===== config.mk =====
export PLATFORM = sky130hd
export DESIGN_NAME = dsp_a_operand_arbiter_flat
export DESIGN_NICKNAME = d
export VERILOG_FILES = /design/src/rtl/dsp_a_operand_arbiter_if.sv /design/src/rtl/dsp_a_operand_arbiter.sv /design/src/flat_wrapper.sv
export SDC_FILE = /design/constraint.sdc
export NUM_CORES = 1
export LEC_CHECK = 0
export ABC_AREA = 1
export ABC_CLOCK_PERIOD_IN_PS = 4050
export CORE_MARGIN = 2
export CORE_UTILIZATION = 40
export CTS_BUF_LIST = sky130_fd_sc_hd__clkbuf_4 sky130_fd_sc_hd__clkbuf_8 sky130_fd_sc_hd__clkbuf_16
export DETAILED_ROUTE_END_ITERATION = 10
export GPL_ROUTABILITY_DRIVEN = 1
export PLACE_DENSITY_LB_ADDON = 0.3
export SLEW_MARGIN = 10
export SYNTH_ARGS = -nofsm -noshare
export SYNTH_HDL_FRONTEND = slang
export SYNTH_SLANG_ARGS = --single-unit

===== constraint.sdc =====
create_clock -name clk -period 4.05 [get_ports clk]
set_clock_uncertainty 0.15 [all_clocks]
set_input_delay 0.6075 -clock clk [delete_from_list [all_inputs] [get_ports clk]]
set_output_delay 0.6075 -clock clk [all_outputs]
set_load 0.005 [all_outputs]

===== src/rtl/dsp_a_operand_arbiter_if.sv =====
// Handshake and slice-drive bundle between the two A-operand requesters and the arbiter.
// The master side is the requester/stall source; the slave side is the arbiter.
interface dsp_a_operand_arbiter_if #(
  parameter int DATA_W = 30
);
  logic              REQ0_VALID;
  logic [DATA_W-1:0] REQ0_A;
  logic              REQ0_READY;
  logic              REQ1_VALID;
  logic [DATA_W-1:0] REQ1_A;
  logic              REQ1_READY;
  logic              HOLD;
  logic              FLUSH;
  logic [DATA_W-1:0] A_OUT;
  logic              CEA1;
  logic              CEA2;
  logic              RSTA_OUT;
  logic              OUT_VALID;
  logic              OUT_ID;

  modport master (
    output REQ0_VALID, REQ0_A, REQ1_VALID, REQ1_A, HOLD, FLUSH,
    input  REQ0_READY, REQ1_READY, A_OUT, CEA1, CEA2, RSTA_OUT, OUT_VALID, OUT_ID
  );

  modport slave (
    input  REQ0_VALID, REQ0_A, REQ1_VALID, REQ1_A, HOLD, FLUSH,
    output REQ0_READY, REQ1_READY, A_OUT, CEA1, CEA2, RSTA_OUT, OUT_VALID, OUT_ID
  );
endinterface


===== src/rtl/dsp_a_operand_arbiter.sv =====
// Round-robin front end for the DSP dual A-register path: registers the granted operand,
// drives CEA1/CEA2/RSTA and tracks a (valid, id) tag alongside each operand up to XMUX.
module dsp_a_operand_arbiter #(
  parameter int AREG   = 1,
  parameter int DATA_W = 30
) (
  input  logic                     clk,
  input  logic                     RST,
  dsp_a_operand_arbiter_if.slave   bus
);

  logic              ptr_q, ptr_d;
  logic              gnt0, gnt1, open_w, acc0, acc1, acc;
  logic [DATA_W-1:0] a_q, a_d;
  logic              vld_p0_q, vld_p0_d, id_p0_q, id_p0_d;
  logic              vld_p1_q, vld_p1_d, id_p1_q, id_p1_d;
  logic              vld_p2_q, vld_p2_d, id_p2_q, id_p2_d;

  always_comb begin
    gnt0   = bus.REQ0_VALID & (~bus.REQ1_VALID | ~ptr_q);
    gnt1   = bus.REQ1_VALID & (~bus.REQ0_VALID |  ptr_q);
    open_w = ~bus.HOLD & ~bus.FLUSH & ~RST;
    acc0   = gnt0 & open_w;
    acc1   = gnt1 & open_w;
    acc    = acc0 | acc1;

    ptr_d = ptr_q;
    if (acc0)      ptr_d = 1'b1;
    else if (acc1) ptr_d = 1'b0;

    a_d = a_q;
    if (acc0)      a_d = bus.REQ0_A;
    else if (acc1) a_d = bus.REQ1_A;

    vld_p0_d = vld_p0_q;  id_p0_d = id_p0_q;
    vld_p1_d = vld_p1_q;  id_p1_d = id_p1_q;
    vld_p2_d = vld_p2_q;  id_p2_d = id_p2_q;
    // FLUSH wins over HOLD; under HOLD every tag stays put
    if (bus.FLUSH) begin
      vld_p0_d = 1'b0;  id_p0_d = 1'b0;
      vld_p1_d = 1'b0;  id_p1_d = 1'b0;
      vld_p2_d = 1'b0;  id_p2_d = 1'b0;
    end else if (!bus.HOLD) begin
      vld_p0_d = acc;
      id_p0_d  = acc ? acc1 : id_p0_q;
      vld_p1_d = vld_p0_q;
      id_p1_d  = id_p0_q;
      vld_p2_d = (AREG == 2) ? vld_p1_q : vld_p0_q;
      id_p2_d  = (AREG == 2) ? id_p1_q  : id_p0_q;
    end
  end

  // ---- stage p0: operand register and tag; p1/p2 mirror the slice A1/A2 registers ----
  always_ff @(posedge clk) begin
    if (RST) begin
      ptr_q    <= 1'b0;
      a_q      <= '0;
      vld_p0_q <= 1'b0;  id_p0_q <= 1'b0;
      vld_p1_q <= 1'b0;  id_p1_q <= 1'b0;
      vld_p2_q <= 1'b0;  id_p2_q <= 1'b0;
    end else begin
      ptr_q    <= ptr_d;
      a_q      <= a_d;
      vld_p0_q <= vld_p0_d;  id_p0_q <= id_p0_d;
      vld_p1_q <= vld_p1_d;  id_p1_q <= id_p1_d;
      vld_p2_q <= vld_p2_d;  id_p2_q <= id_p2_d;
    end
  end

  always_comb begin
    bus.REQ0_READY = acc0;
    bus.REQ1_READY = acc1;
    bus.A_OUT      = a_q;
    bus.RSTA_OUT   = RST | bus.FLUSH;
    bus.CEA1       = (AREG == 2) & vld_p0_q & ~bus.HOLD;
    bus.CEA2       = 1'b0;
    bus.OUT_VALID  = vld_p2_q;
    bus.OUT_ID     = id_p2_q;
    if (AREG == 0) begin
      bus.OUT_VALID = vld_p0_q;
      bus.OUT_ID    = id_p0_q;
    end else if (AREG == 1) begin
      bus.CEA2 = vld_p0_q & ~bus.HOLD;
    end else begin
      bus.CEA2 = vld_p1_q & ~bus.HOLD;
    end
  end

endmodule


===== src/flat_wrapper.sv =====
// flat-port wrapper written by rule: the top's interface ports become plain ports
module dsp_a_operand_arbiter_flat 
#(
  parameter int AREG   = 1,
  parameter int DATA_W = 30
)
  (clk, RST, bus_REQ0_VALID, bus_REQ0_A, bus_REQ1_VALID, bus_REQ1_A, bus_HOLD, bus_FLUSH, bus_REQ0_READY, bus_REQ1_READY, bus_A_OUT, bus_CEA1, bus_CEA2, bus_RSTA_OUT, bus_OUT_VALID, bus_OUT_ID);
  dsp_a_operand_arbiter_if #(.DATA_W(DATA_W)) bus_i ();
  input  logic clk;
  input  logic RST;
  input wire logic [$bits(bus_i.REQ0_VALID)-1:0] bus_REQ0_VALID;
  input wire logic [$bits(bus_i.REQ0_A)-1:0] bus_REQ0_A;
  input wire logic [$bits(bus_i.REQ1_VALID)-1:0] bus_REQ1_VALID;
  input wire logic [$bits(bus_i.REQ1_A)-1:0] bus_REQ1_A;
  input wire logic [$bits(bus_i.HOLD)-1:0] bus_HOLD;
  input wire logic [$bits(bus_i.FLUSH)-1:0] bus_FLUSH;
  output wire logic [$bits(bus_i.REQ0_READY)-1:0] bus_REQ0_READY;
  output wire logic [$bits(bus_i.REQ1_READY)-1:0] bus_REQ1_READY;
  output wire logic [$bits(bus_i.A_OUT)-1:0] bus_A_OUT;
  output wire logic [$bits(bus_i.CEA1)-1:0] bus_CEA1;
  output wire logic [$bits(bus_i.CEA2)-1:0] bus_CEA2;
  output wire logic [$bits(bus_i.RSTA_OUT)-1:0] bus_RSTA_OUT;
  output wire logic [$bits(bus_i.OUT_VALID)-1:0] bus_OUT_VALID;
  output wire logic [$bits(bus_i.OUT_ID)-1:0] bus_OUT_ID;
  assign bus_i.REQ0_VALID = bus_REQ0_VALID;
  assign bus_i.REQ0_A = bus_REQ0_A;
  assign bus_i.REQ1_VALID = bus_REQ1_VALID;
  assign bus_i.REQ1_A = bus_REQ1_A;
  assign bus_i.HOLD = bus_HOLD;
  assign bus_i.FLUSH = bus_FLUSH;
  assign bus_REQ0_READY = bus_i.REQ0_READY;
  assign bus_REQ1_READY = bus_i.REQ1_READY;
  assign bus_A_OUT = bus_i.A_OUT;
  assign bus_CEA1 = bus_i.CEA1;
  assign bus_CEA2 = bus_i.CEA2;
  assign bus_RSTA_OUT = bus_i.RSTA_OUT;
  assign bus_OUT_VALID = bus_i.OUT_VALID;
  assign bus_OUT_ID = bus_i.OUT_ID;
  dsp_a_operand_arbiter #(.AREG(AREG), .DATA_W(DATA_W)) u_core (.clk(clk), .RST(RST), .bus(bus_i));
endmodule

==> metrics.md <==
| Metric | Value |
|---|---|
| Vias | 2290 |
| Synth Net Count | 423 |
| FILL cells | 523 |
| Hpwl dp | 3940 um |
| Post-Syn Area | 2190 um^2 |
| Setup TNS | 0 ns |
| Worst relative slew slack | between 30% and 40% |
| Status | finished clean |
| # resized after CTS | 0 |
| Worst EP arrival | 2.54 ns |
| Pin count of the biggest net entering global routing | 63 |
| Ys flop type | dfxtp_1 |
| Sequential-to-total area share from yosys stat | around 32% |
| Worst-Margin Slew | 0.929 ns |
| Share of layout cells above drive strength 1 | 6.28% |
| Clock sink count | 35 |
| Syn_area_per_cell | between 6 and 7 um^2 |
| DR vias/cell | 4.44 |
| CTS tree | done |
| # rows | 26 |
| Layout area overhead | 47.5% |
| Total Nets Final | 511 |
| Total gr overflow | 0 |
| Post-Syn Instances | 357 |
| Port bufs | 101 |
| Synth unique cells | 21 |
| Power Internal | 608 uW |
| LEAKAGE | roughly 1.6 nW |
| Post-synth top area share | 32.0% |
| Hold Crit Class | register to register |
| RR Endpoint | u_core.bus.A_OUT[23] |
| GP Congestion | 0.742 |
| CP required | ~3.3 ns |
| Vias in the first global route | 2115 |
| FF/Latch Area | 701 um^2 |
| Post-synth ARST share | 0% |
| DR DRC count | 0 |
| First-pass GRT wire length | 9260 um |
| CP startpoint kind | input pin |
| Period Utilization, post-route | between 80 and 90% |
| Critical path class | input pin to output port |
| Switching part of the total | 25.4% |
| Clk root buf | clkbuf_8 |
| H-tree Lvls | 2 |
| Syn. warnings | 0 |
| Post-CTS Hold Fix Bufs | 0 |
| Combinational Power Share | 23.3% |
| Reg2reg path depth | 7 |
| Max_cap viols | 0 |
| Multi-input gate area | 1070 um^2 |
| GRT Total Usage | 18.8% |
| IO Count | ~100 |
| Critical Path Fanout Max | 32 |
| DRT antenna net count | 0 |
| Number of enable flip-flop cells after synthesis | 0 |
| 1st-pass router iterations | 4 |
| Die area | 6080 um^2 |
| Final Critical Period | around 3.3 ns |
| Final core utilization | 62.0% |
| Max-slew violation count | 0 |
| Die height | 77.9 um |
| CTS max path bufs | 2 |
| Max VDD drop | approximately 0.13 mV |
| Seq pwr share | a little under half |
| Num CTS Buffers | 5 |
| Crit path to | bus_REQ0_READY |
| Worst-Skew Late Latency | about 0.27 ns |
| DR WL/cell | 10.8 um |
| Highest clock rate | 303 MHz |
| Initial antenna violation count | 0 |
| Hold Vio Cnt, Final | 0 |
| Setup Buffers After CTS | 0 |
| Setup-failing EPs final | 0 |
| Clk pin slew, worst setup/hold paths | 0.07 ns |
| Top cells by count, synth | nor2_1 (89), nand2_1 (68), inv_1 (67) |
| Flop2flop setup slack | 1.74 ns |
| RSZ-0062 raised after global routing | false |
| Crit path from | RST |
| Most common cell in the netlist | nor2_1 |
| Core Area | ~5200 um^2 |
| Psw | roughly 210 uW |
| Routed WL | 5550 um |
| PwrDens | 252 nW/um^2 |
| Clock Power Share | between 30% and 40% |
| Initial Util | 42.0% |
| 1st-iter DRT viols | 104 |
| Area leader, netlist | dfxtp_1 |
| Horiz. Die Dim | a little under 80 um |
| Synthesis-stage register bit count | 35 |
| Reg-to-reg startpoint | u_core.ptr_q |
| CP Capture Type | output port |
| Area contributors post-synth | dfxtp_1 (32%), nor2_1 (15%), nand2_1 (12%) |
| # diodes | 0 |
[critical path, cell delays in order]
cell	delay, ns
clkdlybuf4s50_1	0.52
nor2_8	0.20
nand2_2	0.36
nor2_1	0.30
clkdlybuf4s50_1	0.55
[layout make-up]
type                            instances  share of cell area [%]
Clock buffer                            7                    2.60
Tap cell                               70                    2.72
Sequential cell                        35                    21.7
Inverter                               68                    7.91
Multi-Input combinational cell        232                    33.1
Timing Repair Buffer                  103                    31.8
Clock inverter                          1                   0.155
[flip-flops by register name (all words and copies together), names as in the netlist]
signal	flops
u_core.bus.A_OUT	30
u_core.bus.OUT_ID	1
u_core.id_p0_q	1
u_core.bus.OUT_VALID	1
u_core.vld_p0_q	1
u_core.ptr_q	1
[cell families (layout without fill, tap and decap cells)]
| family | after synthesis | after routing | share of synthesized area (%) |
|---|---|---|---|
| simple gates | 195 | 195 | 39.9 |
| buf+inv | 90 | 179 | 19.2 |
| compound gates | 36 | 36 | 8.75 |
| flops | 35 | 35 | 32.0 |
| other cells | 1 | 1 | 0.171 |
[per-stage QoR]
stage	cell area (um^2)	power [mW]	instances	worst slack, ns	hold WS [ns]
floorplan	2190	0.464	357	2.12	0.297
global placement	3140	0.565	508	0.804	0.294
detailed placement	3140	0.570	508	0.738	0.298
CTS	3230	0.827	516	0.733	0.308
global route	3230	0.865	516	0.607	0.355
finish	3230	0.814	516	0.749	0.309
[power groups by stage]
stage,clock network (mW),logic (mW),registers (mW)
final,0.254,0.190,0.370
after global routing,0.282,0.211,0.372
after CTS,0.265,0.192,0.370
after detailed placement,0,0.191,0.378
after global placement,0,0.188,0.377
after floorplan,0,0.0856,0.378
[per-layer routing]
layer | vias to the layer above | track usage [%] | share of wire, % | wire length [um]
met4 | 0 | 6.49 | 1.5 | 84
met1 | 983 | 22.2 | 44 | 2430
met5 | - | 0 | 0 | 0
met3 | 6 | 4.19 | 5.3 | 295
met2 | 68 | 33.2 | 49 | 2740
li1 | 1233 | - | - | -
[how the worst min path moves through the flow]
stage,from,endpoint,slack (ns),cells past startpoint
after detailed placement,u_core.bus.OUT_VALID,u_core.bus.OUT_VALID,0.30,2
after floorplan,u_core.ptr_q,u_core.ptr_q,0.30,2
after global routing,u_core.bus.OUT_VALID,u_core.bus.OUT_VALID,0.36,2
final,u_core.bus.OUT_VALID,u_core.bus.OUT_VALID,0.31,2
after global placement,u_core.bus.OUT_VALID,u_core.bus.OUT_VALID,0.29,2
after CTS,u_core.bus.OUT_VALID,u_core.bus.OUT_VALID,0.31,2
[layout by cell type (no fill, tap or decap), types with 3 or more instances in the layout]
master	count
a21oi_1	3
clkbuf_8	5
clkdlybuf4s50_1	101
dfxtp_1	35
inv_1	67
nand2_1	68
nand3_1	23
nand3_2	8
nor2_1	89
o21ai_0	10
o21ai_1	21
Power figures use the tool's default switching activity.
